--- config.mk ---
export PLATFORM = sky130hd
export DESIGN_NAME = calc2_port_driver_flat
export DESIGN_NICKNAME = d
export VERILOG_FILES = /design/src/rtl/calc2_port_driver_if.sv /design/src/rtl/calc2_port_driver.sv /design/src/flat_wrapper.sv
export SDC_FILE = /design/constraint.sdc
export NUM_CORES = 1
export LEC_CHECK = 0
export BUFFER_PORTS_ARGS = -buffer_cell sky130_fd_sc_hd__buf_2
export CORE_ASPECT_RATIO = 0.75
export CORE_MARGIN = 2
export CORE_UTILIZATION = 51
export DETAILED_ROUTE_END_ITERATION = 7
export PLACE_DENSITY = 0.89
export SLEW_MARGIN = 20
export SYNTH_ARGS = -nofsm -noshare
export SYNTH_HDL_FRONTEND = slang
export SYNTH_SLANG_ARGS = --single-unit
export TNS_END_PERCENT = 5
--- constraint.sdc ---
create_clock -name c_clk -period 2.5 [get_ports c_clk]
set_input_delay 0.25 -clock c_clk [delete_from_list [all_inputs] [get_ports c_clk]]
set_output_delay 0.25 -clock c_clk [all_outputs]
set_load 0.02 [all_outputs]
--- src/rtl/calc2_port_driver_if.sv ---
// -----------------------------------------------------------------------------
// calc2_port_driver_if
// Bus bundle between the stimulus source / calc2 DUT port and one
// calc2_port_driver instance.
//   Upstream command : in_valid, in_ready, in_cmd, in_op1, in_op2
//   DUT request      : req_cmd, req_data, req_tag
//   DUT response     : out_resp, out_data, out_tag
//   Upstream result  : rsp_valid, rsp_resp, rsp_data, rsp_tag, rsp_cmd
//   Status           : err_unexp, err_timeout, err_tag, busy
// Modports:
//   master : the environment side (drives commands and DUT responses)
//   slave  : the port driver itself
// -----------------------------------------------------------------------------
interface calc2_port_driver_if #(
  parameter int DATA_W = 32,
  parameter int CMD_W  = 4,
  parameter int TAG_W  = 2
);
  localparam int NTAG = 1 << TAG_W;

  logic              in_valid;
  logic              in_ready;
  logic [CMD_W-1:0]  in_cmd;
  logic [DATA_W-1:0] in_op1;
  logic [DATA_W-1:0] in_op2;

  logic [CMD_W-1:0]  req_cmd;
  logic [DATA_W-1:0] req_data;
  logic [TAG_W-1:0]  req_tag;

  logic [1:0]        out_resp;
  logic [DATA_W-1:0] out_data;
  logic [TAG_W-1:0]  out_tag;

  logic              rsp_valid;
  logic [1:0]        rsp_resp;
  logic [DATA_W-1:0] rsp_data;
  logic [TAG_W-1:0]  rsp_tag;
  logic [CMD_W-1:0]  rsp_cmd;

  logic              err_unexp;
  logic              err_timeout;
  logic [TAG_W-1:0]  err_tag;
  logic [NTAG-1:0]   busy;

  modport master (
    output in_valid, in_cmd, in_op1, in_op2, out_resp, out_data, out_tag,
    input  in_ready, req_cmd, req_data, req_tag,
           rsp_valid, rsp_resp, rsp_data, rsp_tag, rsp_cmd,
           err_unexp, err_timeout, err_tag, busy
  );

  modport slave (
    input  in_valid, in_cmd, in_op1, in_op2, out_resp, out_data, out_tag,
    output in_ready, req_cmd, req_data, req_tag,
           rsp_valid, rsp_resp, rsp_data, rsp_tag, rsp_cmd,
           err_unexp, err_timeout, err_tag, busy
  );
endinterface

--- src/rtl/calc2_port_driver.sv ---
// -----------------------------------------------------------------------------
// calc2_port_driver
// Per-port request issuer for one calc2_top request/response port.
// Accepts whole commands (cmd, op1, op2) on a valid/ready handshake, allocates
// the lowest free tag, serialises the command onto the two-cycle calc2 request
// protocol (OP1: cmd+op1, OP2: op2), tracks outstanding tags, forwards DUT
// responses upstream with the original cmd, and flags unknown-tag responses
// and tags reclaimed by timeout.
// Ports:
//   c_clk    : clock, all logic on the rising edge
//   reset_n  : asynchronous active-low reset
//   bus      : calc2_port_driver_if.slave (command, request, response, status)
// -----------------------------------------------------------------------------
module calc2_port_driver #(
  parameter int DATA_W  = 32,
  parameter int CMD_W   = 4,
  parameter int TAG_W   = 2,
  parameter int TIMEOUT = 64
) (
  input  logic                  c_clk,
  input  logic                  reset_n,
  calc2_port_driver_if.slave    bus
);

  localparam int NTAG  = 1 << TAG_W;
  localparam int TMR_W = $clog2(TIMEOUT);
  localparam logic [TMR_W-1:0] TMR_LAST = TMR_W'(TIMEOUT - 1);

  typedef enum logic [1:0] {IDLE, OP1, OP2} state_e;

  state_e            state_q, state_d;
  logic [NTAG-1:0]   busy_q, busy_d;
  logic [TMR_W-1:0]  timer_q [NTAG];
  logic [TMR_W-1:0]  timer_d [NTAG];
  logic [CMD_W-1:0]  cmd_mem_q [NTAG];
  logic [NTAG-1:0]   pend_q, pend_d;

  logic [DATA_W-1:0] op2_q;
  logic [TAG_W-1:0]  tag_q;

  logic [CMD_W-1:0]  req_cmd_q, req_cmd_d;
  logic [DATA_W-1:0] req_data_q, req_data_d;
  logic [TAG_W-1:0]  req_tag_q, req_tag_d;

  logic              rsp_valid_q, rsp_valid_d;
  logic [1:0]        rsp_resp_q, rsp_resp_d;
  logic [DATA_W-1:0] rsp_data_q, rsp_data_d;
  logic [TAG_W-1:0]  rsp_tag_q, rsp_tag_d;
  logic [CMD_W-1:0]  rsp_cmd_q, rsp_cmd_d;

  logic              err_unexp_q, err_unexp_d;
  logic              err_timeout_q, err_timeout_d;
  logic [TAG_W-1:0]  err_tag_q, err_tag_d;

  logic              accept;
  logic [TAG_W-1:0]  alloc_tag;
  logic              rsp_hit, unexp_hit;
  logic              to_hit;
  logic [TAG_W-1:0]  to_tag;
  logic              pend_any;
  logic [TAG_W-1:0]  pend_sel;

  // in_ready looks only at registered busy, so a tag freed this cycle is not
  // handed out until the next one.
  assign bus.in_ready = reset_n & (state_q != OP1) & ~(&busy_q);
  assign accept       = bus.in_valid & bus.in_ready;

  assign rsp_hit   = (bus.out_resp != 2'd0) &  busy_q[bus.out_tag];
  assign unexp_hit = (bus.out_resp != 2'd0) & ~busy_q[bus.out_tag];

  // Lowest-index free tag (the downward loop leaves the smallest index last).
  always_comb begin
    // NOTE: every variable gets a default before any conditional write, so
    // no path leaves it unassigned and no latch is inferred.
    alloc_tag = '0;
    for (int i = NTAG - 1; i >= 0; i--) begin
      if (!busy_q[i]) alloc_tag = TAG_W'(i);
    end
  end

  // Timeout detection; a response on the same tag this cycle takes priority.
  always_comb begin
    to_hit = 1'b0;
    to_tag = '0;
    for (int i = 0; i < NTAG; i++) begin
      if (busy_q[i] && timer_q[i] == TMR_LAST &&
          !(rsp_hit && bus.out_tag == TAG_W'(i))) begin
        to_hit = 1'b1;
        to_tag = TAG_W'(i);
      end
    end
  end

  always_comb begin
    busy_d = busy_q;
    if (rsp_hit) busy_d[bus.out_tag] = 1'b0;
    if (to_hit)  busy_d[to_tag]      = 1'b0;
    if (accept)  busy_d[alloc_tag]   = 1'b1;
    // A timer runs only while its tag stays busy; a fresh allocation or a
    // reclaim returns it to zero.
    for (int i = 0; i < NTAG; i++) begin
      timer_d[i] = (busy_q[i] && busy_d[i]) ? timer_q[i] + 1'b1 : '0;
    end
  end

  // Timeouts that collide with an unexpected-response report wait in pend_q
  // and are reported on the next cycle without an unexpected response.
  always_comb begin
    pend_any = |pend_q;
    pend_sel = '0;
    for (int i = NTAG - 1; i >= 0; i--) begin
      if (pend_q[i]) pend_sel = TAG_W'(i);
    end
  end

  always_comb begin
    err_unexp_d   = unexp_hit;
    err_timeout_d = 1'b0;
    err_tag_d     = '0;
    pend_d        = pend_q;
    if (unexp_hit) begin
      err_tag_d = bus.out_tag;
      if (to_hit) pend_d[to_tag] = 1'b1;
    end else if (pend_any) begin
      err_timeout_d    = 1'b1;
      err_tag_d        = pend_sel;
      pend_d[pend_sel] = 1'b0;
      if (to_hit) pend_d[to_tag] = 1'b1;
    end else if (to_hit) begin
      err_timeout_d = 1'b1;
      err_tag_d     = to_tag;
    end
  end

  always_comb begin
    rsp_valid_d = rsp_hit;
    rsp_resp_d  = rsp_hit ? bus.out_resp : 2'd0;
    rsp_data_d  = rsp_hit ? bus.out_data : '0;
    rsp_tag_d   = rsp_hit ? bus.out_tag  : '0;
    rsp_cmd_d   = rsp_hit ? cmd_mem_q[bus.out_tag] : '0;
  end

  // FSM: next state.
  always_comb begin
    state_d = state_q;
    unique case (state_q)
      IDLE:    state_d = accept ? OP1 : IDLE;
      OP1:     state_d = OP2;
      OP2:     state_d = accept ? OP1 : IDLE;
      default: state_d = IDLE;
    endcase
  end

  // FSM: outputs. The request bus is registered, so its value is derived from
  // the state being entered; OP1 is entered only on accept.
  always_comb begin
    req_cmd_d  = '0;
    req_data_d = '0;
    req_tag_d  = '0;
    unique case (state_d)
      OP1: begin
        req_cmd_d  = bus.in_cmd;
        req_data_d = bus.in_op1;
        req_tag_d  = alloc_tag;
      end
      OP2: begin
        req_data_d = op2_q;
        req_tag_d  = tag_q;
      end
      default: ;
    endcase
  end

  // FSM: state register plus all other control/status state.
  always_ff @(posedge c_clk or negedge reset_n) begin
    if (!reset_n) begin
      // NOTE: sequential state uses non-blocking assignments so every flop
      // samples pre-edge values regardless of statement order.
      state_q       <= IDLE;
      busy_q        <= '0;
      pend_q        <= '0;
      for (int i = 0; i < NTAG; i++) timer_q[i] <= '0;
      op2_q         <= '0;
      tag_q         <= '0;
      req_cmd_q     <= '0;
      req_data_q    <= '0;
      req_tag_q     <= '0;
      rsp_valid_q   <= 1'b0;
      rsp_resp_q    <= '0;
      rsp_data_q    <= '0;
      rsp_tag_q     <= '0;
      rsp_cmd_q     <= '0;
      err_unexp_q   <= 1'b0;
      err_timeout_q <= 1'b0;
      err_tag_q     <= '0;
    end else begin
      state_q       <= state_d;
      busy_q        <= busy_d;
      pend_q        <= pend_d;
      for (int i = 0; i < NTAG; i++) timer_q[i] <= timer_d[i];
      if (accept) begin
        op2_q <= bus.in_op2;
        tag_q <= alloc_tag;
      end
      req_cmd_q     <= req_cmd_d;
      req_data_q    <= req_data_d;
      req_tag_q     <= req_tag_d;
      rsp_valid_q   <= rsp_valid_d;
      rsp_resp_q    <= rsp_resp_d;
      rsp_data_q    <= rsp_data_d;
      rsp_tag_q     <= rsp_tag_d;
      rsp_cmd_q     <= rsp_cmd_d;
      err_unexp_q   <= err_unexp_d;
      err_timeout_q <= err_timeout_d;
      err_tag_q     <= err_tag_d;
    end
  end

  // NOTE: cmd_mem has no reset; an entry is only read while its busy bit is
  // set, and that bit is only set in the same cycle the entry is written.
  always_ff @(posedge c_clk) begin
    if (accept) cmd_mem_q[alloc_tag] <= bus.in_cmd;
  end

  assign bus.req_cmd     = req_cmd_q;
  assign bus.req_data    = req_data_q;
  assign bus.req_tag     = req_tag_q;
  assign bus.rsp_valid   = rsp_valid_q;
  assign bus.rsp_resp    = rsp_resp_q;
  assign bus.rsp_data    = rsp_data_q;
  assign bus.rsp_tag     = rsp_tag_q;
  assign bus.rsp_cmd     = rsp_cmd_q;
  assign bus.err_unexp   = err_unexp_q;
  assign bus.err_timeout = err_timeout_q;
  assign bus.err_tag     = err_tag_q;
  assign bus.busy        = busy_q;

endmodule

--- src/flat_wrapper.sv ---
// flat-port wrapper written by rule: the top's interface ports become plain ports
module calc2_port_driver_flat 
#(
  parameter int DATA_W  = 32,
  parameter int CMD_W   = 4,
  parameter int TAG_W   = 2,
  parameter int TIMEOUT = 64
)
  (c_clk, reset_n, bus_in_valid, bus_in_cmd, bus_in_op1, bus_in_op2, bus_out_resp, bus_out_data, bus_out_tag, bus_in_ready, bus_req_cmd, bus_req_data, bus_req_tag, bus_rsp_valid, bus_rsp_resp, bus_rsp_data, bus_rsp_tag, bus_rsp_cmd, bus_err_unexp, bus_err_timeout, bus_err_tag, bus_busy);
  calc2_port_driver_if #(.DATA_W(DATA_W), .CMD_W(CMD_W), .TAG_W(TAG_W)) bus_i ();
  input  logic c_clk;
  input  logic reset_n;
  input wire logic [$bits(bus_i.in_valid)-1:0] bus_in_valid;
  input wire logic [$bits(bus_i.in_cmd)-1:0] bus_in_cmd;
  input wire logic [$bits(bus_i.in_op1)-1:0] bus_in_op1;
  input wire logic [$bits(bus_i.in_op2)-1:0] bus_in_op2;
  input wire logic [$bits(bus_i.out_resp)-1:0] bus_out_resp;
  input wire logic [$bits(bus_i.out_data)-1:0] bus_out_data;
  input wire logic [$bits(bus_i.out_tag)-1:0] bus_out_tag;
  output wire logic [$bits(bus_i.in_ready)-1:0] bus_in_ready;
  output wire logic [$bits(bus_i.req_cmd)-1:0] bus_req_cmd;
  output wire logic [$bits(bus_i.req_data)-1:0] bus_req_data;
  output wire logic [$bits(bus_i.req_tag)-1:0] bus_req_tag;
  output wire logic [$bits(bus_i.rsp_valid)-1:0] bus_rsp_valid;
  output wire logic [$bits(bus_i.rsp_resp)-1:0] bus_rsp_resp;
  output wire logic [$bits(bus_i.rsp_data)-1:0] bus_rsp_data;
  output wire logic [$bits(bus_i.rsp_tag)-1:0] bus_rsp_tag;
  output wire logic [$bits(bus_i.rsp_cmd)-1:0] bus_rsp_cmd;
  output wire logic [$bits(bus_i.err_unexp)-1:0] bus_err_unexp;
  output wire logic [$bits(bus_i.err_timeout)-1:0] bus_err_timeout;
  output wire logic [$bits(bus_i.err_tag)-1:0] bus_err_tag;
  output wire logic [$bits(bus_i.busy)-1:0] bus_busy;
  assign bus_i.in_valid = bus_in_valid;
  assign bus_i.in_cmd = bus_in_cmd;
  assign bus_i.in_op1 = bus_in_op1;
  assign bus_i.in_op2 = bus_in_op2;
  assign bus_i.out_resp = bus_out_resp;
  assign bus_i.out_data = bus_out_data;
  assign bus_i.out_tag = bus_out_tag;
  assign bus_in_ready = bus_i.in_ready;
  assign bus_req_cmd = bus_i.req_cmd;
  assign bus_req_data = bus_i.req_data;
  assign bus_req_tag = bus_i.req_tag;
  assign bus_rsp_valid = bus_i.rsp_valid;
  assign bus_rsp_resp = bus_i.rsp_resp;
  assign bus_rsp_data = bus_i.rsp_data;
  assign bus_rsp_tag = bus_i.rsp_tag;
  assign bus_rsp_cmd = bus_i.rsp_cmd;
  assign bus_err_unexp = bus_i.err_unexp;
  assign bus_err_timeout = bus_i.err_timeout;
  assign bus_err_tag = bus_i.err_tag;
  assign bus_busy = bus_i.busy;
  calc2_port_driver #(.DATA_W(DATA_W), .CMD_W(CMD_W), .TAG_W(TAG_W), .TIMEOUT(TIMEOUT)) u_core (.c_clk(c_clk), .reset_n(reset_n), .bus(bus_i));
endmodule
==> out/metrics.yaml <==
outcome: "finished with violations"
violations: "negative hold slack"
hold_path_class: "in2async"
arrival_ps: 2450
crit_start: "u_core.bus.busy[3]$_DFF_PN0_"
p_comb_share_pct: 17.7
grt_usage_pct: 21.4
clock-root-buffer: "clkbuf_16"
seqPwrFrac_pct: 45.1
cts.clk_slew.worst_paths_ps: 70
die_w_um: 134
io_buffer_count: 194
setup_viol: 0
worstSetupStartpointType: "flop"
p_leak_uw: 0.00410
slowest_stage: "dfrtp_1"
drtIter0Drc: 277
crit_type: "reg2reg"
start_util_pct: 52.4
worst_pin_slew_ps: 783
worstReg2RegStart: "u_core.bus.busy[3]$_DFF_PN0_"
dp_slack_ps: 461
yosys-top-cells-count: "151 x dfrtp_1, 42 x and2_1, 39 x nor2_1, 36 x mux2_2, 34 x a22o_1"
maxSlewHeadroom_pct: 47.8
slew_viol_final: 0
antennaDiodeCount: 0
rsz0062_at_grt: "false"
yosysTopAreaCell: "dfrtp_1"
critPathBufInv: 0
post_synth_num_cell_types: 56
wl_per_cell_um: 16.7
finalCriticalPeriod_ps: 2110
clkSinkCount: 167
grt_pass1_vias: 4369
ctsHtreeMaxLevel: 4
hold_viol: 48
placementRows: 35
cts.path.max_buffers: 2
setup_ws_ps: 390
ir_drop_mv: 0.549
synth.most_common_cell: "dfrtp_1"
grt-ovfl-total: 0
synth_fp_nets: 572
drt_pass1_iterations: 4
fin_setup_tns_ps: 0
grt_pass1_wl_um: 22100
switching_power_uw: 2080
num_io_pins: 195
place_congestion: 0.909
ant_nets: 0
max_stage_delay_ps: 530
synth_area_leaders: "dfrtp_1 59%, edfxtp_1 7.5%, mux2_2 6.3%"
core-area_sq_mm: 0.0123
drive_gt1_share_pct: 42.2
ys_ff_latch: 167
crit_required_ps: 2840
yosys_warnings: 0
syn_area_sq_mm: 0.00642
antenna_found_initial: 0
wirelength_um: 14100
numCtsBuffers: 17
die_h_um: 101
grt_max_degree: 153
nNetsFinal: 771
crit_family: "simple AND/OR/NAND/NOR gates"
areaGrowthSynthToFinish_pct: 27.7
cts_resized: 0
synth_ff_type: "dfrtp_1"
finalCritPeriodShare_pct: 84.4
synth_edf_count: 16
postCtsHoldBufs: 0
cp_cell_sequence: "nand2_1 -> or3_1 -> o2111ai_1 -> nand3_2 -> nor2_1"
pwr-share-clk_pct: 37.2
p_int_uw: 5230
power_density_mw_per_mm2: 892
utilization_pct: 66.8
viasPerCell: 5.21
async_reset_ff_share_pct: 90.4
synth_cells: 461
synth-seq-area-share_pct: 66.3
switching_share_pct: 28.5
syn_avg_cell_area_sq_um: 13.9
whs_ps: -62.2
max_freq_mhz: 474
cts_tree: "built"
endpoint_kind: "flop"
synth_top_cell_area_share_pct: 58.9
die-area_sq_mm: 0.0135
post_cts_buffers: 0
cp_max_fo: 9
drc: 0
vias: 4370
finClkSkew_ps: 10.8
clock_latency_ps: 430
maxCapViolCount: 0
place_hpwl_um: 9760
## cell usage in the layout, fill, tap and decap left out, drive strengths merged, types with 3 or more instances in the layout
| cell | synthesis | layout |
|---|---|---|
| a21oi | 4 | 4 |
| a22o | 34 | 34 |
| and2 | 43 | 43 |
| and3 | 6 | 6 |
| buf | 10 | 203 |
| bufinv | 0 | 3 |
| clkbuf | 13 | 18 |
| dfrtp | 151 | 151 |
| edfxtp | 16 | 16 |
| ha | 4 | 4 |
| inv | 5 | 12 |
| mux2 | 36 | 36 |
| mux4 | 4 | 4 |
| nand2 | 18 | 18 |
| nand2b | 3 | 3 |
| nand3 | 9 | 9 |
| nor2 | 39 | 39 |
| nor3 | 6 | 6 |
| o21ai | 11 | 11 |
| o22ai | 3 | 3 |
| xnor2 | 11 | 11 |
| xor2 | 5 | 5 |
## sequential cells by signal (all words and copies together), names as in the netlist, 16 cells and up
register,flops
u_core.cmd_mem_q,16
u_core.bus.req_data,32
u_core.timer_q,24
u_core.op2_q,32
u_core.bus.rsp_data,32
## worst reg2reg max path: cells and delay by family (launching register included)
kind	cells	cell delay, ps
and+or+nand+nor	4	1020
DFF	1	530
AOI/OAI and AO/OA	1	490
## area by class of cell
class                           count  area [sq um]
Clock buffer                       18           429
Clock inverter                     14           185
Fill cell                         863          4070
Inverter                            5          18.8
Multi-Input combinational cell    266          2030
Sequential cell                   167          4260
Tap cell                          166           208
Timing Repair Buffer              203          1070
## metal layers
layer	track usage [%]	wire [um]
met1	26.7	5700
met2	35.4	6920
met3	7.21	1190
met4	7.94	247
met5	0	0
## per-stage QoR
stage	hold slack, ps	instances	cell area (sq um)	total power (uW)
floorplan	-45.6	461	6420	4130
global placement	445	807	7580	4580
detailed placement	452	807	7580	4650
CTS	13.5	839	8200	7380
global route	12.3	839	8200	7660
finish	-62.2	839	8200	7310
## power groups by stage
stage                     Clock (uW)  Combinational [uW]  Sequential (uW)
after floorplan                    0                 584             3550
after global placement             0                1260             3320
after detailed placement           0                1300             3350
after CTS                       2780                1310             3300
after global routing            2910                1410             3340
final                           2720                1290             3300
## cell families after synthesis
group	count (synthesis)	synth area share, %
flops	167	66.3
fa+ha+maj	5	0.936
buf+inv	28	2.38
mux	41	8.05
compound gates	70	9.04
simple gates	134	11.1
xor+xnor	16	2.18
## worst paths after layout
kind	endpoint	slack (ps)	cells past startpoint
worst max-delay path	u_core.timer_q[17]$_DFF_PN0_	390	5
worst min-delay path	u_core.pend_q[2]$_DFFE_PN0P_	-60	2
worst max register to register	u_core.timer_q[17]$_DFF_PN0_	390	5
worst min register to register	u_core.timer_q[0]$_DFF_PN0_	460	1
max in group asynchronous	u_core.bus.rsp_data[31]$_DFF_PN0_	1960	2
min in group c_clk	u_core.bus.rsp_data[23]$_DFF_PN0_	30	2
Power figures use the tool's default switching activity.
